`src/rtl/uart_pkg.sv`:
```
// Shared UART definitions: parity modes, transmit FSM states and default
// frame geometry used by the transmitter and receiver.
package uart_pkg;

    localparam int unsigned UART_OVERSAMPLE = 16;
    localparam int unsigned UART_DATA_BITS  = 8;

    typedef enum logic [1:0] {
        PAR_NONE = 2'b00,
        PAR_EVEN = 2'b01,
        PAR_ODD  = 2'b10
    } parity_e;

    typedef enum logic [2:0] {
        IDLE,
        FETCH,
        LOAD,
        START,
        DATA,
        PARITY,
        STOP
    } tx_state_e;

    // Mode 2'b11 is reserved and behaves as no parity.
    function automatic parity_e decode_parity(input logic [1:0] mode);
        case (mode)
            2'b01:   return PAR_EVEN;
            2'b10:   return PAR_ODD;
            default: return PAR_NONE;
        endcase
    endfunction

endpackage

```
`src/rtl/uart_bit_timer.sv`:
```
// Bit-period timer: a down-counter reloaded on start, pulsing bit_end once
// every OVERSAMPLE cycles (bit_pre marks the cycle before).
module uart_bit_timer import uart_pkg::*; #(
    parameter int unsigned OVERSAMPLE = UART_OVERSAMPLE
) (
    input  logic uart_clk,
    input  logic rst,
    input  logic start,
    output logic bit_end,
    output logic bit_pre
);

    localparam int unsigned         CNT_W  = $clog2(OVERSAMPLE);
    localparam logic [CNT_W-1:0]    RELOAD = CNT_W'(OVERSAMPLE - 1);

    logic [CNT_W-1:0] cnt;
    logic             running;

    always_ff @(posedge uart_clk or posedge rst) begin
        if (rst) begin
            cnt     <= '0;
            running <= 1'b0;
        end else if (start) begin
            cnt     <= RELOAD;
            running <= 1'b1;
        end else if (running) begin
            cnt <= (cnt == '0) ? RELOAD : cnt - CNT_W'(1);
        end
    end

    assign bit_end = running && (cnt == '0);
    assign bit_pre = running && (cnt == CNT_W'(1));

endmodule

```
`src/rtl/uart_tx_frame.sv`:
```
// UART transmit framer: fetches words from a normal-mode TX FIFO and sends
// start, data (LSB first), optional parity and one or two stop bits.
module uart_tx_frame import uart_pkg::*; #(
    parameter int unsigned DATA_BITS  = UART_DATA_BITS,
    parameter int unsigned OVERSAMPLE = UART_OVERSAMPLE
) (
    input  logic                 uart_clk,
    input  logic                 rst,
    input  logic                 tf_empty,
    input  logic [DATA_BITS-1:0] tf_data,
    output logic                 tf_rdreq,
    input  logic [1:0]           parity_mode,
    input  logic                 stop2,
    output logic                 uart_txd,
    output logic                 busy,
    output logic                 tx_done
);

    localparam int unsigned      IDX_W    = $clog2(DATA_BITS) + 1;
    localparam logic [IDX_W-1:0] LAST_IDX = IDX_W'(DATA_BITS - 1);

    tx_state_e            state;
    parity_e              par_q;
    logic                 stop2_q;
    logic                 stop_more;
    logic                 par_acc;
    logic [DATA_BITS-1:0] shreg;
    logic [IDX_W-1:0]     bit_idx;
    logic                 bit_end;
    logic                 bit_pre;

    uart_bit_timer #(.OVERSAMPLE(OVERSAMPLE)) u_bit_timer (
        .uart_clk (uart_clk),
        .rst      (rst),
        .start    (state == LOAD),
        .bit_end  (bit_end),
        .bit_pre  (bit_pre)
    );

    always_ff @(posedge uart_clk or posedge rst) begin
        if (rst) begin
            state     <= IDLE;
            par_q     <= PAR_NONE;
            stop2_q   <= 1'b0;
            stop_more <= 1'b0;
            par_acc   <= 1'b0;
            shreg     <= '0;
            bit_idx   <= '0;
            tf_rdreq  <= 1'b0;
            uart_txd  <= 1'b1;
            busy      <= 1'b0;
            tx_done   <= 1'b0;
        end else begin
            tf_rdreq <= 1'b0;
            tx_done  <= 1'b0;
            case (state)
                IDLE: begin
                    uart_txd <= 1'b1;
                    if (!tf_empty) begin
                        tf_rdreq <= 1'b1;
                        busy     <= 1'b1;
                        state    <= FETCH;
                    end
                end
                FETCH: state <= LOAD;
                LOAD: begin
                    shreg    <= tf_data;
                    par_q    <= decode_parity(parity_mode);
                    stop2_q  <= stop2;
                    par_acc  <= 1'b0;
                    bit_idx  <= '0;
                    uart_txd <= 1'b0;
                    state    <= START;
                end
                START: if (bit_end) begin
                    uart_txd <= shreg[0];
                    state    <= DATA;
                end
                // shreg[0] is always the bit currently on the line.
                DATA: if (bit_end) begin
                    par_acc <= par_acc ^ shreg[0];
                    if (bit_idx == LAST_IDX) begin
                        if (par_q == PAR_NONE) begin
                            uart_txd  <= 1'b1;
                            stop_more <= stop2_q;
                            state     <= STOP;
                        end else begin
                            uart_txd <= par_acc ^ shreg[0] ^ (par_q == PAR_ODD);
                            state    <= PARITY;
                        end
                    end else begin
                        shreg    <= shreg >> 1;
                        uart_txd <= shreg[1];
                        bit_idx  <= bit_idx + IDX_W'(1);
                    end
                end
                PARITY: if (bit_end) begin
                    uart_txd  <= 1'b1;
                    stop_more <= stop2_q;
                    state     <= STOP;
                end
                STOP: begin
                    if (bit_pre && !stop_more) tx_done <= 1'b1;
                    if (bit_end) begin
                        if (stop_more) begin
                            stop_more <= 1'b0;
                        end else begin
                            busy  <= 1'b0;
                            state <= IDLE;
                        end
                    end
                end
                default: state <= IDLE;
            endcase
        end
    end

endmodule

```
`config.mk`:
```
export PLATFORM = sky130hd
export DESIGN_NAME = uart_tx_frame
export DESIGN_NICKNAME = d
export VERILOG_FILES = /design/src/rtl/uart_pkg.sv /design/src/rtl/uart_bit_timer.sv /design/src/rtl/uart_tx_frame.sv
export SDC_FILE = /design/constraint.sdc
export NUM_CORES = 1
export LEC_CHECK = 0
export CAP_MARGIN = 20
export CORE_MARGIN = 1
export CORE_UTILIZATION = 66
export CTS_CLUSTER_DIAMETER = 40
export CTS_CLUSTER_SIZE = 16
export DETAILED_ROUTE_END_ITERATION = 8
export DONT_BUFFER_PORTS = 1
export GPL_TIMING_DRIVEN = 0
export PLACE_DENSITY = 0.9
export SYNTH_ARGS = -nofsm -noshare
export SYNTH_HDL_FRONTEND = slang
export SYNTH_SLANG_ARGS = --single-unit
```
`constraint.sdc`:
```
create_clock -name uart_clk -period 4.36 [get_ports uart_clk]
set_clock_uncertainty 0.05 [all_clocks]
set_input_delay 0.872 -clock uart_clk [delete_from_list [all_inputs] [get_ports uart_clk]]
set_output_delay 0.872 -clock uart_clk [all_outputs]
set_load 0.01 [all_outputs]
```
==> flow_summary.rst <==
.. list-table::
   :header-rows: 1

   * - Metric
     - Value
   * - Routed vias
     - 1355
   * - Most used cells in the layout excluding fill and tap cells
     - 30 x sky130_fd_sc_hd__nand2_1, 28 x sky130_fd_sc_hd__dfrtp_1, 11 x sky130_fd_sc_hd__o21ai_0
   * - Setup repair after global routing missed its margin
     - no
   * - Final #Nets
     - 197
   * - Synth warn
     - 0
   * - Core Footprint
     - 2250 um^2
   * - Async set or reset register ratio after synthesis
     - 100%
   * - Number of H-tree branching levels
     - 2
   * - Slowest library cell on the worst path
     - sky130_fd_sc_hd__nor4bb_1
   * - Root buffer cell
     - sky130_fd_sc_hd__clkbuf_4
   * - Actual slew at the worst max-slew pin
     - 0.783 ns
   * - Via count normalized by instance count
     - 6.48
   * - Synth Area per Inst
     - 9.30 um^2
   * - Buffers plus inverters on the worst setup path
     - 1
   * - Most frequent standard cell in the layout excluding fill and tap cells
     - sky130_fd_sc_hd__nand2_1
   * - Power per standard cell area
     - 580 nW/um^2
   * - Number of nets produced by synthesis
     - 189
   * - Die outline width
     - 51.2 um
   * - Data required, critical path
     - 4.53 ns
   * - Post-place setup slack
     - 2.04 ns
   * - Average wire per standard cell
     - 16.2 um
   * - Post-layout worst setup margin
     - 2.02 ns
   * - Share of cell area taken by muxes after synthesis
     - 7.51%
   * - Area share of fa/ha/maj cells after synthesis
     - 2.35%
   * - Startpoint of the worst setup timing path
     - u_bit_timer.cnt[0]$_DFFE_PP0P_
   * - Initial antenna violation count
     - 0
   * - Max-Slew Margin vs Limit
     - 47.6%
   * - HP Class
     - in2async
   * - RePlAce Congestion
     - 0.889
   * - Sequence of cells on the critical path
     - inv_1, ha_1, nor4bb_1, nor2_1, nor2_2, mux2_2
   * - Source-to-sink clock delay at the later pin of the worst-skew pair
     - 0.33 ns
   * - Total Power Consumption
     - 0.000998 W
   * - Std cell rows
     - 17
   * - Post-synthesis instance total
     - 172
   * - Post-synth design cell area
     - 1600 um^2
   * - Maximum vdd ir drop
     - 427 uV
   * - Origin of the critical flop-to-flop path
     - u_bit_timer.cnt[0]$_DFFE_PP0P_
   * - Pins Over Slew Limit
     - 0
   * - Total non-filler cell area in the finished layout
     - 1720 um^2
   * - Clock input transition at the sequential cells of the worst setup and hold paths
     - 0.09 ns
   * - DRC violation total after the first TritonRoute iteration
     - 47
   * - Total Die Area
     - 2630 um^2
   * - CP Data Arrival Time
     - 2.51 ns
   * - Largest buffer count on any clock path
     - 2
   * - Commonest register cell after synthesis
     - sky130_fd_sc_hd__dfrtp_1
   * - Number of flops mapped to enable cells by yosys
     - 0
   * - Proportion of layout cells with a drive suffix above 1
     - 12.2%
   * - Number of stages on the worst setup path
     - 6
   * - CTS tree
     - built
   * - Min Clock Period, post-route
     - 2.34 ns
   * - Element type at the critical path end
     - flip-flop
   * - Count of input and output buffers
     - 0
   * - Final number of hold-violating endpoints
     - 0
   * - Main combinational cell family by area after synthesis
     - simple AND/OR/NAND/NOR gates
   * - Tcrit/Tclk final
     - 53.6%
   * - Number of CTS-inserted buffers
     - 5
   * - Post-synth cell types
     - 45
   * - Number of global-route vias before repair
     - 1406
   * - Total routed wirelength
     - 3.39 mm
   * - Sum of overflow across all layers after global routing
     - 0
   * - Top fanout value on the critical path
     - 8
   * - Flop and latch count out of synthesis
     - 29
   * - Count of clock tree sinks
     - 29
   * - Hold buffers post-CTS
     - 0
   * - Final Setup Violations
     - 0
   * - Total Negative Setup Slacks
     - 0 ns
   * - Number of cells traversed by the worst register-to-register path
     - 6
   * - Effective utilization at floorplan
     - 71.0%
   * - Final hold slack
     - 0.301 ns
   * - Area grow syn2layout
     - 7.58%
   * - Wire length of the first global-routing pass
     - 5.81 mm
   * - Top cell family by delay on the critical path
     - simple AND/OR/NAND/NOR gates
   * - Number of remaining DRC errors
     - 0
   * - Type of the worst setup path
     - reg2reg
   * - Status
     - finished clean
   * - Peak Freq
     - 428 MHz
   * - Max capacitance violation total
     - 0
   * - Count of cells resized by post-cts repair
     - 0
   * - Number of iterations in the first detailed-routing pass
     - 4
   * - Post-synthesis share of cell area spent on xor and xnor gates
     - 0.547%
   * - I/O pins
     - 18
   * - Instance area after placement
     - 1640 um^2
   * - Synth Area in Simple Gates
     - 21.1%
   * - Height of the die
     - 51.2 um
   * - Register area share after synthesis
     - 45.4%
   * - Post-DP HPWL
     - 2.35 mm
   * - Synth Area in Compound Gates
     - 18.5%
   * - Post CTS Setup Buffer Count
     - 0
   * - Static Leak
     - 0.766 nW
   * - Worst Setup Start Kind
     - flip-flop
   * - Largest net degree at the start of global routing
     - 30
   * - Antenna Violating Nets Remaining
     - 0
   * - Overall fraction of global-route tracks in use
     - 30.8%
   * - Delay of the slowest cell on the worst path
     - 0.46 ns
   * - Total inserted antenna cells
     - 0
## per-stage QoR
step	std cells	utilization (%)
2_1_floorplan	172	-
3_3_place_gp	200	72.5
3_5_place_dp	200	72.5
4_1_cts	208	75.1
5_1_grt	209	76.4
6_report	209	76.4
## path summary, 6_finish.rpt
check	endpoint	slack [ns]
setup / recovery	shreg[2]$_DFFE_PP0P_	2.02
hold / removal	shreg[4]$_DFFE_PP0P_	0.30
setup reg to reg	shreg[2]$_DFFE_PP0P_	2.02
hold reg to reg	stop2_q$_DFFE_PP0P_	0.47
max in group asynchronous	uart_txd$_DFFE_PP1P_	3.47
min in group uart_clk	stop2_q$_DFFE_PP0P_	0.47
## cells in the mapped netlist, types with 2 or more instances
master | instances | area, um^2
sky130_fd_sc_hd__nor3_1 | 2 | 10.0
sky130_fd_sc_hd__nand2b_1 | 6 | 37.5
sky130_fd_sc_hd__o31ai_1 | 3 | 22.5
sky130_fd_sc_hd__and3_1 | 3 | 18.8
sky130_fd_sc_hd__a221oi_1 | 2 | 17.5
sky130_fd_sc_hd__o21ai_0 | 11 | 55.1
sky130_fd_sc_hd__inv_1 | 10 | 37.5
sky130_fd_sc_hd__nand2_1 | 30 | 113
sky130_fd_sc_hd__nand3_1 | 5 | 25.0
sky130_fd_sc_hd__dfrtp_1 | 28 | 701
sky130_fd_sc_hd__a21oi_1 | 7 | 35.0
sky130_fd_sc_hd__ha_1 | 3 | 37.5
sky130_fd_sc_hd__a31oi_1 | 5 | 31.3
sky130_fd_sc_hd__nor2b_1 | 3 | 18.8
sky130_fd_sc_hd__nor2_1 | 5 | 18.8
sky130_fd_sc_hd__o22ai_1 | 3 | 18.8
sky130_fd_sc_hd__a211oi_1 | 3 | 22.5
sky130_fd_sc_hd__mux2i_1 | 3 | 30.0
sky130_fd_sc_hd__mux2_2 | 8 | 90.1
sky130_fd_sc_hd__clkbuf_1 | 7 | 26.3
## worst register-to-register path: stages, from the launching register on
cell                       delay, ns
sky130_fd_sc_hd__dfrtp_1        0.43
sky130_fd_sc_hd__inv_1          0.08
sky130_fd_sc_hd__ha_1           0.25
sky130_fd_sc_hd__nor4bb_1       0.46
sky130_fd_sc_hd__nor2_1         0.21
sky130_fd_sc_hd__nor2_2         0.37
sky130_fd_sc_hd__mux2_2         0.39
## state kept, by name, summed over array words and instances, names as in the netlist
signal	count
uart_txd	1
shreg	8
busy	1
state	3
par_q	2
bit_idx	4
stop2_q	1
tx_done	1
par_acc	1
u_bit_timer.running	1
stop_more	1
u_bit_timer.cnt	4
tf_rdreq	1
## where the power goes
group	internal [W]	leakage, nW	switching, W
Combinational	0.000169	0.386	0.000218
Clock	0.0000794	0.0326	0.0000908
Sequential	0.000361	0.348	0.0000798
## final cells by class
cell class / count / area, um^2
Multi-Input combinational cell: 124 / 800
Sequential cell: 29 / 727
Fill cell: 171 / 533
Clock buffer: 8 / 58.8
Inverter: 10 / 37.5
Buffer: 9 / 36.3
Tap cell: 28 / 35.0
Timing Repair Buffer: 1 / 27.5
## routing by layer
metal  GRT usage, %  routed length [um]
met2           53.1                1700
met5              0                   0
met1           34.6                1430
met3           7.14                 158
met4           18.0                  97
## cell families after synthesis
group / Yosys count
AND/OR/NAND/NOR: 65
AO/OA/AOI/OAI: 44
XOR/XNOR: 1
adder cells (fa/ha/maj): 3
flip-flops: 29
buffers and inverters: 19
multiplexers: 11
Power figures use the tool's default switching activity.
